`config.mk`:
```
export PLATFORM = sky130hd
export DESIGN_NAME = glbl_cfg_bank
export DESIGN_NICKNAME = d
export VERILOG_FILES = /design/src/rtl/glbl_cfg_pkg.sv /design/src/rtl/glbl_cfg_reg.sv /design/src/rtl/glbl_cfg_bank.sv
export SDC_FILE = /design/constraint.sdc
export NUM_CORES = 1
export LEC_CHECK = 0
export ABC_CLOCK_PERIOD_IN_PS = 3430
export BUFFER_PORTS_ARGS = -buffer_cell sky130_fd_sc_hd__clkbuf_2
export CORE_MARGIN = 2
export CORE_UTILIZATION = 35
export DETAILED_ROUTE_END_ITERATION = 8
export MAX_ROUTING_LAYER = met4
export SYNTH_ARGS = -nofsm -noshare
export SYNTH_HDL_FRONTEND = slang
export SYNTH_HIERARCHICAL = 1
export SYNTH_SLANG_ARGS = --single-unit
```
`constraint.sdc`:
```
create_clock -name mclk -period 3.43 [get_ports mclk]
set_clock_uncertainty 0.2 [all_clocks]
set_input_delay 0.1715 -clock mclk [delete_from_list [all_inputs] [get_ports mclk]]
set_output_delay 0.1715 -clock mclk [all_outputs]
set_load 0.02 [all_outputs]
```
`src/rtl/glbl_cfg_pkg.sv`:
```
// Shared constants, register map offsets and decode/FSM types for the global config bank.
package glbl_cfg_pkg;

  localparam logic [31:0] CHIP_SIGNATURE    = 32'h4743_4642;
  localparam logic [31:0] CHIP_RELEASE_DATE = 32'h2024_0601;
  localparam logic [31:0] CHIP_REVISION     = 32'h0000_0002;

  // Word offsets of the built-in registers, relative to NUM_REGS
  localparam int unsigned IRQ_STAT_OFS = 0;
  localparam int unsigned IRQ_MASK_OFS = 1;
  localparam int unsigned LOCK_OFS     = 2;

  typedef enum logic [1:0] {
    ACC_OK,
    ACC_RO,
    ACC_LOCKED,
    ACC_UNMAPPED
  } acc_t;

  typedef enum logic {
    ST_IDLE,
    ST_ACK
  } bus_state_t;

  function automatic logic [31:0] be_expand(input logic [3:0] be);
    return {{8{be[3]}}, {8{be[2]}}, {8{be[1]}}, {8{be[0]}}};
  endfunction

endpackage

```
`src/rtl/glbl_cfg_reg.sv`:
```
// One 32-bit byte-enabled software register with synchronous active-high reset.
module glbl_cfg_reg #(
  parameter logic [31:0] RESET_VAL = '0
) (
  input  logic        mclk,
  input  logic        reset,
  input  logic        we,
  input  logic [3:0]  be,
  input  logic [31:0] wdata,
  output logic [31:0] q
);

  always_ff @(posedge mclk) begin
    if (reset) begin
      q <= RESET_VAL;
    end else if (we) begin
      for (int unsigned b = 0; b < 4; b++) begin
        if (be[b]) q[8*b +: 8] <= wdata[8*b +: 8];
      end
    end
  end

endmodule

```
`src/rtl/glbl_cfg_bank.sv`:
```
// Global configuration register bank: generic registers, IRQ status/mask and a sticky LOCK bit,
// served over a cs/ack register bus with one commit per transaction.
module glbl_cfg_bank
  import glbl_cfg_pkg::*;
#(
  parameter int unsigned            NUM_REGS  = 12,
  parameter int unsigned            ADDR_W    = 8,
  parameter logic [NUM_REGS*32-1:0] RESET_VAL = '0,
  parameter logic [NUM_REGS-1:0]    WR_MASK   = '1,
  parameter logic [NUM_REGS-1:0]    LOCK_MASK = '0,
  parameter int unsigned            NUM_IRQ   = 8
) (
  input  logic                     mclk,
  input  logic                     reset,
  input  logic                     reg_cs,
  input  logic                     reg_wr,
  input  logic [ADDR_W-1:0]        reg_addr,
  input  logic [31:0]              reg_wdata,
  input  logic [3:0]               reg_be,
  output logic [31:0]              reg_rdata,
  output logic                     reg_ack,
  input  logic [NUM_IRQ-1:0]       hw_irq_evt,
  output logic [NUM_REGS*32-1:0]   cfg_out,
  output logic                     irq_out,
  output logic                     cfg_locked
);

  localparam int unsigned IDX_W = ADDR_W - 2;
  localparam logic [IDX_W-1:0] IDX_STAT = IDX_W'(NUM_REGS + IRQ_STAT_OFS);
  localparam logic [IDX_W-1:0] IDX_MASK = IDX_W'(NUM_REGS + IRQ_MASK_OFS);
  localparam logic [IDX_W-1:0] IDX_LOCK = IDX_W'(NUM_REGS + LOCK_OFS);
  localparam logic [31:0] IRQ_VALID = 32'((64'd1 << NUM_IRQ) - 64'd1);

  bus_state_t          state_q, state_d;
  acc_t                acc;
  logic [IDX_W-1:0]    idx;
  logic                accept, commit;
  logic [31:0]         rd_val, wbe, stat_word, mask_q;
  logic [31:0]         cfg_q [NUM_REGS];
  logic [NUM_REGS-1:0] gen_we;
  logic                mask_we, lock_set, lock_q;
  logic [NUM_IRQ-1:0]  stat_q, stat_clr;
  logic                unused_addr_lsb;

  assign idx             = reg_addr[ADDR_W-1:2];
  assign unused_addr_lsb = ^reg_addr[1:0];
  assign accept          = (state_q == ST_IDLE) && reg_cs;
  assign stat_word       = 32'(stat_q);
  assign cfg_locked      = lock_q;

  always_ff @(posedge mclk) begin
    if (reset) state_q <= ST_IDLE;
    else       state_q <= state_d;
  end

  // ACK always returns to IDLE, so a cs still held during the ack cycle is never re-accepted
  always_comb begin
    state_d = state_q;
    case (state_q)
      ST_IDLE: if (reg_cs) state_d = ST_ACK;
      ST_ACK:  state_d = ST_IDLE;
      default: state_d = ST_IDLE;
    endcase
  end

  always_comb begin
    reg_ack = (state_q == ST_ACK);
  end

  always_comb begin
    acc      = ACC_UNMAPPED;
    rd_val   = '0;
    gen_we   = '0;
    mask_we  = 1'b0;
    stat_clr = '0;
    lock_set = 1'b0;
    wbe      = reg_wdata & be_expand(reg_be);
    for (int unsigned i = 0; i < NUM_REGS; i++) begin
      if (idx == IDX_W'(i)) begin
        rd_val = cfg_q[i];
        if (!WR_MASK[i])                   acc = ACC_RO;
        else if (lock_q && LOCK_MASK[i])   acc = ACC_LOCKED;
        else                               acc = ACC_OK;
      end
    end
    if (idx == IDX_STAT) begin
      rd_val = stat_word;
      acc    = ACC_OK;
    end
    if (idx == IDX_MASK) begin
      rd_val = mask_q;
      acc    = ACC_OK;
    end
    if (idx == IDX_LOCK) begin
      rd_val = {31'd0, lock_q};
      acc    = ACC_OK;
    end
    commit = accept && reg_wr && (acc == ACC_OK);
    for (int unsigned i = 0; i < NUM_REGS; i++) begin
      gen_we[i] = commit && (idx == IDX_W'(i));
    end
    mask_we  = commit && (idx == IDX_MASK);
    if (commit && (idx == IDX_STAT)) stat_clr = wbe[NUM_IRQ-1:0];
    lock_set = commit && (idx == IDX_LOCK) && reg_be[0] && reg_wdata[0];
  end

  genvar gi;
  generate
    for (gi = 0; gi < NUM_REGS; gi++) begin : g_reg
      glbl_cfg_reg #(.RESET_VAL(RESET_VAL[32*gi +: 32])) u_reg (
        .mclk  (mclk),
        .reset (reset),
        .we    (gen_we[gi]),
        .be    (reg_be),
        .wdata (reg_wdata),
        .q     (cfg_q[gi])
      );
      assign cfg_out[32*gi +: 32] = cfg_q[gi];
    end
  endgenerate

  // Bits above NUM_IRQ are masked off on write so they stay zero
  glbl_cfg_reg #(.RESET_VAL('0)) u_irq_mask (
    .mclk  (mclk),
    .reset (reset),
    .we    (mask_we),
    .be    (reg_be),
    .wdata (reg_wdata & IRQ_VALID),
    .q     (mask_q)
  );

  always_ff @(posedge mclk) begin
    if (reset) begin
      reg_rdata <= '0;
      stat_q    <= '0;
      lock_q    <= 1'b0;
      irq_out   <= 1'b0;
    end else begin
      if (accept) reg_rdata <= rd_val;
      stat_q  <= hw_irq_evt | (stat_q & ~stat_clr);
      lock_q  <= lock_q | lock_set;
      irq_out <= |(stat_word & mask_q);
    end
  end

endmodule

```
==> flow_summary.json, run 1 <==
{
  "status": "finished clean",
  "wire_per_inst_um": 25.1,
  "grt_setup_unrepaired": "false",
  "cts_root_buf": "clkbuf_16",
  "synth-seq-cells": 459,
  "critPathKind": "in -> reg",
  "portBuffers": 472,
  "syn_avg_cell_area_um2": 9.50,
  "synth-edff-count": 0,
  "hold_path.class": "in -> reg",
  "final_area_um2": 29300,
  "diodes": 0,
  "final_cells": 3967,
  "totalWireLength_mm": 99.4,
  "layout_setup_ws_ps": 224,
  "ys_seq_area_share_pct": 37.2,
  "drive_gt1_share_pct": 29.4,
  "critical_path.max_fanout": 38,
  "ioPinCount": 475,
  "rr_endpoint": "stat_q[7]$_SDFF_PP0_",
  "placed_cell_area_um2": 26900,
  "grt_pass1_vias": 20700,
  "muxShareOfSynthArea_pct": 6.94,
  "final.setup.tns_ps": 0,
  "synth_common_cells": "459 x dfxtp_1, 446 x nand3_1, 413 x a21oi_1",
  "detailedPlace.worstSlack_ps": 668,
  "synthTopCellsByArea": "dfxtp_1 37%, a21bo_1 14%, nand3_1 9.0%, a21oi_1 8.4%, buf_6 6.6%",
  "ant_nets": 0,
  "yosysMostFrequentCell": "dfxtp_1",
  "power_density_nw_per_um2": 415,
  "cts_sinks": 459,
  "post_synth_num_cell_types": 64,
  "arrival_ps": 3510,
  "rr_startpoint": "reg_ack$_SDFF_PP0_",
  "finalMaxSlewViolations": 0,
  "die_y_um": 270,
  "maxCapViolations": 0,
  "syn_inst": 2602,
  "drc": 0,
  "finalCritPeriodShare_pct": 93.5,
  "ir_drop_mv": 0.350,
  "vias_per_cell": 5.73,
  "crit_required_ps": 3740,
  "tightest_slew_ps": 1050,
  "worstHoldPathCells": 5,
  "detailed_place_hpwl_mm": 67.8,
  "synthAdderAreaFrac_pct": 0,
  "firstDrtPassIters": 5,
  "path_clk_slew_ps": 60,
  "hold_viol": 0,
  "start_util_pct": 35.3,
  "hp-start": "reg_addr[4]",
  "regToRegSetupSlack_ps": 390,
  "track_usage_pct": 27.0,
  "reg2regPathDepth": 8,
  "start_kind": "input port",
  "insertion_delay_ps": 620,
  "numCtsBuffers": 54,
  "async_flop_share_pct": 0,
  "area.growth.synth_to_final_pct": 18.7,
  "fp.dieW_um": 270,
  "worst_setup_path_end_kind": "register",
  "synth_top_area_share_pct": 37.2,
  "p_leak_nw": 11.1,
  "overflow": 0,
  "cts_tree": "yes",
  "fmax_ghz": 0.312,
  "yosys.area_share.simple_pct": 12.4,
  "num_rows": 97,
  "synth_xor_area_share_pct": 0,
  "dieArea_um2": 72700,
  "relSlewSlack_pct": 30.0,
  "synth_flop_cell": "dfxtp_1",
  "place.gp.congestion": 0.921,
  "synth_top_family_by_area": "compound AO/OA/AOI/OAI gates",
  "grt_pass1_wl_mm": 146,
  "placed_cells": 3809,
  "drtIter0Drc": 2658,
  "h-tree-depth": 2,
  "cts_buffer_depth": 3,
  "crit_start": "reg_addr[3]",
  "antenna_found_initial": 2,
  "placeableCoreArea_um2": 69900,
  "synth_compound_area_share_pct": 33.5,
  "post_cts_buffers": 0,
  "grt_max_degree": 128,
  "period_needed_ps": 3210,
  "fin_nets": 3042,
  "yosysWarningCount": 6,
  "synth_top_cell_by_area": "dfxtp_1",
  "syn_area_um2": 24700,
  "holdPathEnd": "reg_rdata[18]$_SDFFE_PP0P_",
  "dr_total_vias": 22700,
  "setup_viol": 0
}
-- layout make-up --
cell class,count,area [um^2]
flip-flops and latches,459,9190
fillers,6937,40600
well taps,940,1180
inverters,3,11.3
clock buffers,87,1630
multi-input cells,1850,13300
repair buffers,618,3900
clock inverters,10,155
-- critical path, stage by stage --
cell and delay (ps):
dlygate4sd3_1 550, buf_6 230, or2_2 570, nor2_2 470, nand4_1 140, a21oi_1 170
dlygate4sd3_1 560, nor2_1 40, dlygate4sd3_1 570
-- layer usage --
layer | share of wire (%) | up-vias | GRT usage (%)
met3 | 8.9 | 114 | 5.88
met4 | 2.3 | 0 | 6.18
met5 | 0 | - | -
met1 | 47 | 11200 | 39.9
met2 | 42 | 1034 | 36.9
li1 | - | 10400 | -
-- how the worst max path moves through the flow --
stage                                        end  slack, ps  cells after the start
3_5_place_dp   g_reg[5].u_reg/q[27]$_SDFFE_PP0P_        670                      7
5_1_grt                     stat_q[7]$_SDFF_PP0_        140                      9
4_1_cts                     stat_q[7]$_SDFF_PP0_        110                      9
2_1_floorplan  g_reg[2].u_reg/q[27]$_SDFFE_PP0P_       1090                     10
3_3_place_gp          reg_rdata[19]$_SDFFE_PP0P_        670                      6
6_report                    stat_q[7]$_SDFF_PP0_        220                      9
-- flip-flops by register name, indices dropped and copies added, names as in the netlist --
name / cells
g.u_reg/q: 384
reg_rdata: 32
u_irq_mask/q: 32
stat_q: 8
cfg_locked: 1
irq_out: 1
reg_ack: 1
-- power by group --
group          switching, mW  internal (mW)  leakage, nW
logic                  0.690          0.233         6.55
clock network           2.44           3.46        0.871
registers             0.0184           5.35         3.70
total                   3.14           9.04         11.1
-- cell usage in the layout (no fill, tap or decap), types with 50 or more instances in the layout --
master / Yosys / final
a21bo_1: 338 / 338
a21bo_2: 78 / 78
a21oi_1: 413 / 413
a21oi_2: 78 / 78
buf_4: 32 / 66
clkbuf_16: 0 / 55
clkbuf_2: 1 / 465
dfxtp_1: 459 / 459
dlygate4sd3_1: 0 / 61
mux4_2: 50 / 50
nand2_1: 64 / 64
nand3_1: 446 / 446
o21ai_0: 66 / 66
-- logic make-up (layout without fill, tap and decap cells) --
logic type,count (synthesis),count (layout)
DFF,459,459
buffers and inverters,316,718
AOI/OAI and AO/OA,1105,1105
other,1,24
muxes,106,106
and+or+nand+nor,615,615
-- through the flow --
stage	power [mW]	hold slack (ps)	util, %
floorplan	6.03	40.6	-
global placement	6.33	188	38.5
detailed placement	6.34	186	38.5
CTS	12.3	87.6	42.0
global route	12.5	150	42.0
finish	12.2	131	42.0
-- timing repair --
action | 4_1_cts | 5_1_grt
setup endpoints to repair | 0 | 1
hold buffers | 61 | 0
hold endpoints to repair | 420 | 0
gates resized for setup | 0 | 1
Power figures use the tool's default switching activity.
==> run 2: changes to the inputs <==
--- a/config.mk
+++ b/config.mk
@@ -6,7 +6,7 @@
 export NUM_CORES = 1
 export LEC_CHECK = 0
 export ABC_CLOCK_PERIOD_IN_PS = 3430
-export BUFFER_PORTS_ARGS = -buffer_cell sky130_fd_sc_hd__clkbuf_2
+export BUFFER_PORTS_ARGS = -buffer_cell sky130_fd_sc_hd__buf_2
 export CORE_MARGIN = 2
 export CORE_UTILIZATION = 35
 export DETAILED_ROUTE_END_ITERATION = 8
==> run 2 against run 1 <==
Global-route usage up 0.12 points. Register-to-register slack better by 320 ps. Cell area down 0.48%. Via count down 0.24%. Clock power down 3%. Highest routed layer unchanged. Die area unchanged. Fmax up 8.6%. Utilization down 0.20 points.
==> flow_summary.json, run 2 (same netlist as run 1, synthesis figures left out) <==
{
  "power_density_nw_per_um2": 411,
  "dieArea_um2": 72700,
  "grt_pass1_wl_mm": 146,
  "firstDrtPassIters": 5,
  "p_total_mw": 12.0,
  "cp_slowest_stage_delay_ps": 600,
  "grt_max_degree": 178,
  "grt_setup_unrepaired": "false",
  "post_cts_buffers": 0,
  "numCtsBuffers": 52,
  "drtIter0Drc": 2483,
  "hold_path.class": "in -> reg",
  "crit_chain": "dlygate4sd3_1 -> buf_6 -> nand2b_1 -> buf_4 -> nor3_2 -> buf_4 -> nand3_1 -> dlygate4sd3_1 -> a21oi_1",
  "finalMaxSlewViolations": 0,
  "setup_viol": 0,
  "place.gp.congestion": 0.904,
  "num_rows": 97,
  "utilization_pct": 41.8,
  "placed_cells": 3802,
  "status": "finished clean",
  "fmax_ghz": 0.339,
  "cts_tree": "yes",
  "final_common_cell": "buf_2",
  "critPathKind": "in -> reg",
  "p_leak_nw": 11.5,
  "path_clk_slew_ps": 70,
  "crit_required_ps": 3750,
  "dr_total_vias": 22700,
  "layout_setup_ws_ps": 477,
  "worst_setup_path_end_kind": "register",
  "rr_endpoint": "g_reg[6].u_reg/q[6]$_SDFFE_PP0P_",
  "cts_buffer_depth": 3,
  "grt_pass1_vias": 20600,
  "portBuffers": 472,
  "regMostFlops": "g.u_reg/q",
  "area.growth.synth_to_final_pct": 18.2,
  "finalCritPeriodShare_pct": 86.1,
  "period_needed_ps": 2950,
  "maxCapViolations": 0,
  "worstHoldPathCells": 5,
  "totalWireLength_mm": 100,
  "final_cell_mix": "465 x buf_2, 459 x dfxtp_1, 446 x nand3_1",
  "relSlewSlack_pct": 23.4,
  "h-tree-depth": 2,
  "vias_per_cell": 5.74,
  "final.setup.tns_ps": 0,
  "arrival_ps": 3270,
  "fp.dieW_um": 270,
  "holdPathEnd": "reg_rdata[24]$_SDFFE_PP0P_",
  "reg.largest.list": "g.u_reg/q: 384 flops, reg_rdata: 32 flops, u_irq_mask/q: 32 flops",
  "ioPinCount": 475,
  "diodes": 0,
  "largest_reg_flops": 384,
  "regToRegSetupSlack_ps": 710,
  "start_kind": "input port",
  "rr_startpoint": "reg_ack$_SDFF_PP0_",
  "placeableCoreArea_um2": 69900,
  "hp-start": "reg_addr[2]",
  "antenna_found_initial": 2,
  "hold_viol": 0,
  "overflow": 0,
  "ant_nets": 0,
  "final_cells": 3951,
  "cts_sinks": 459,
  "ir_drop_mv": 0.398,
  "detailedPlace.worstSlack_ps": 476,
  "drive_gt1_share_pct": 29.4,
  "wire_per_inst_um": 25.4,
  "insertion_delay_ps": 600,
  "critPathSlowestCell": "dlygate4sd3_1",
  "fin_nets": 3032,
  "tightest_slew_ps": 1150,
  "track_usage_pct": 27.1,
  "die_y_um": 270,
  "start_util_pct": 35.3,
  "cts_root_buf": "clkbuf_16",
  "nFillCells": 7027,
  "critical_path.max_fanout": 40,
  "detailed_place_hpwl_mm": 68.1,
  "drc": 0,
  "reg2regPathDepth": 8
}
run 2: changes by cell type in the layout (fill, tap and decap cells not counted), sizes merged:
cell,delta
bufinv,+1
clkbuf,-480
buf,+458
dlygate4sd3,-1
clkinvlp,+1
clkinv,+5
run 2: stage by stage:
stage	instance area (um^2)	hold WS, ps
CTS	29200	121
global placement	26900	185
detailed placement	26900	191
finish	29200	131
floorplan	24800	40.6
global route	29200	157
run 2: power by group:
group	switching, mW	internal [mW]	total, mW
clock network	2.39	3.33	5.72
logic	0.692	0.235	0.927
registers	0.0186	5.35	5.37
total	3.10	8.91	12.0
run 2: final cells by class:
type	instances	area, um^2	area share, %
Multi-Input combinational cell	1850	13300	45.5
Sequential cell	459	9190	31.5
Timing Repair Buffer	610	3850	13.2
Clock buffer	72	1500	5.13
Tap cell	940	1180	4.03
Clock inverter	17	195	0.668
Inverter	3	11.3	0.0386
run 2: how the worst max path moves through the flow:
stage	startpoint	to	slack (ps)	cells after the start
finish	reg_addr[3]	g_reg[6].u_reg/q[6]$_SDFFE_PP0P_	480	9
global route	reg_addr[3]	g_reg[6].u_reg/q[6]$_SDFFE_PP0P_	270	9
CTS	reg_addr[3]	g_reg[6].u_reg/q[6]$_SDFFE_PP0P_	520	9
detailed placement	reg_addr[7]	reg_rdata[19]$_SDFFE_PP0P_	480	6
global placement	reg_addr[7]	reg_rdata[19]$_SDFFE_PP0P_	520	6
floorplan	reg_addr[6]	g_reg[2].u_reg/q[27]$_SDFFE_PP0P_	1090	10
run 2: routing by layer:
layer / track usage [%] / vias to the layer above / share of wire [%]
li1: - / 10300 / -
met1: 39.2 / 11300 / 47
met2: 37.0 / 957 / 41
met3: 6.89 / 123 / 9.1
met4: 7.00 / 0 / 2.7
met5: - / - / 0
run 2: critical path: cells and delay by family:
kind	cells	cell delay, ps
buffers and inverters	5	2270
AND/OR/NAND/NOR	3	700
AO/OA/AOI/OAI	1	120
run 2: repair_timing:
action | CTS | global route
resized for setup | 0 | 0
hold buffers | 60 | 0
hold endpoints to repair | 415 | 0
endpoints found under the setup margin | 0 | 0
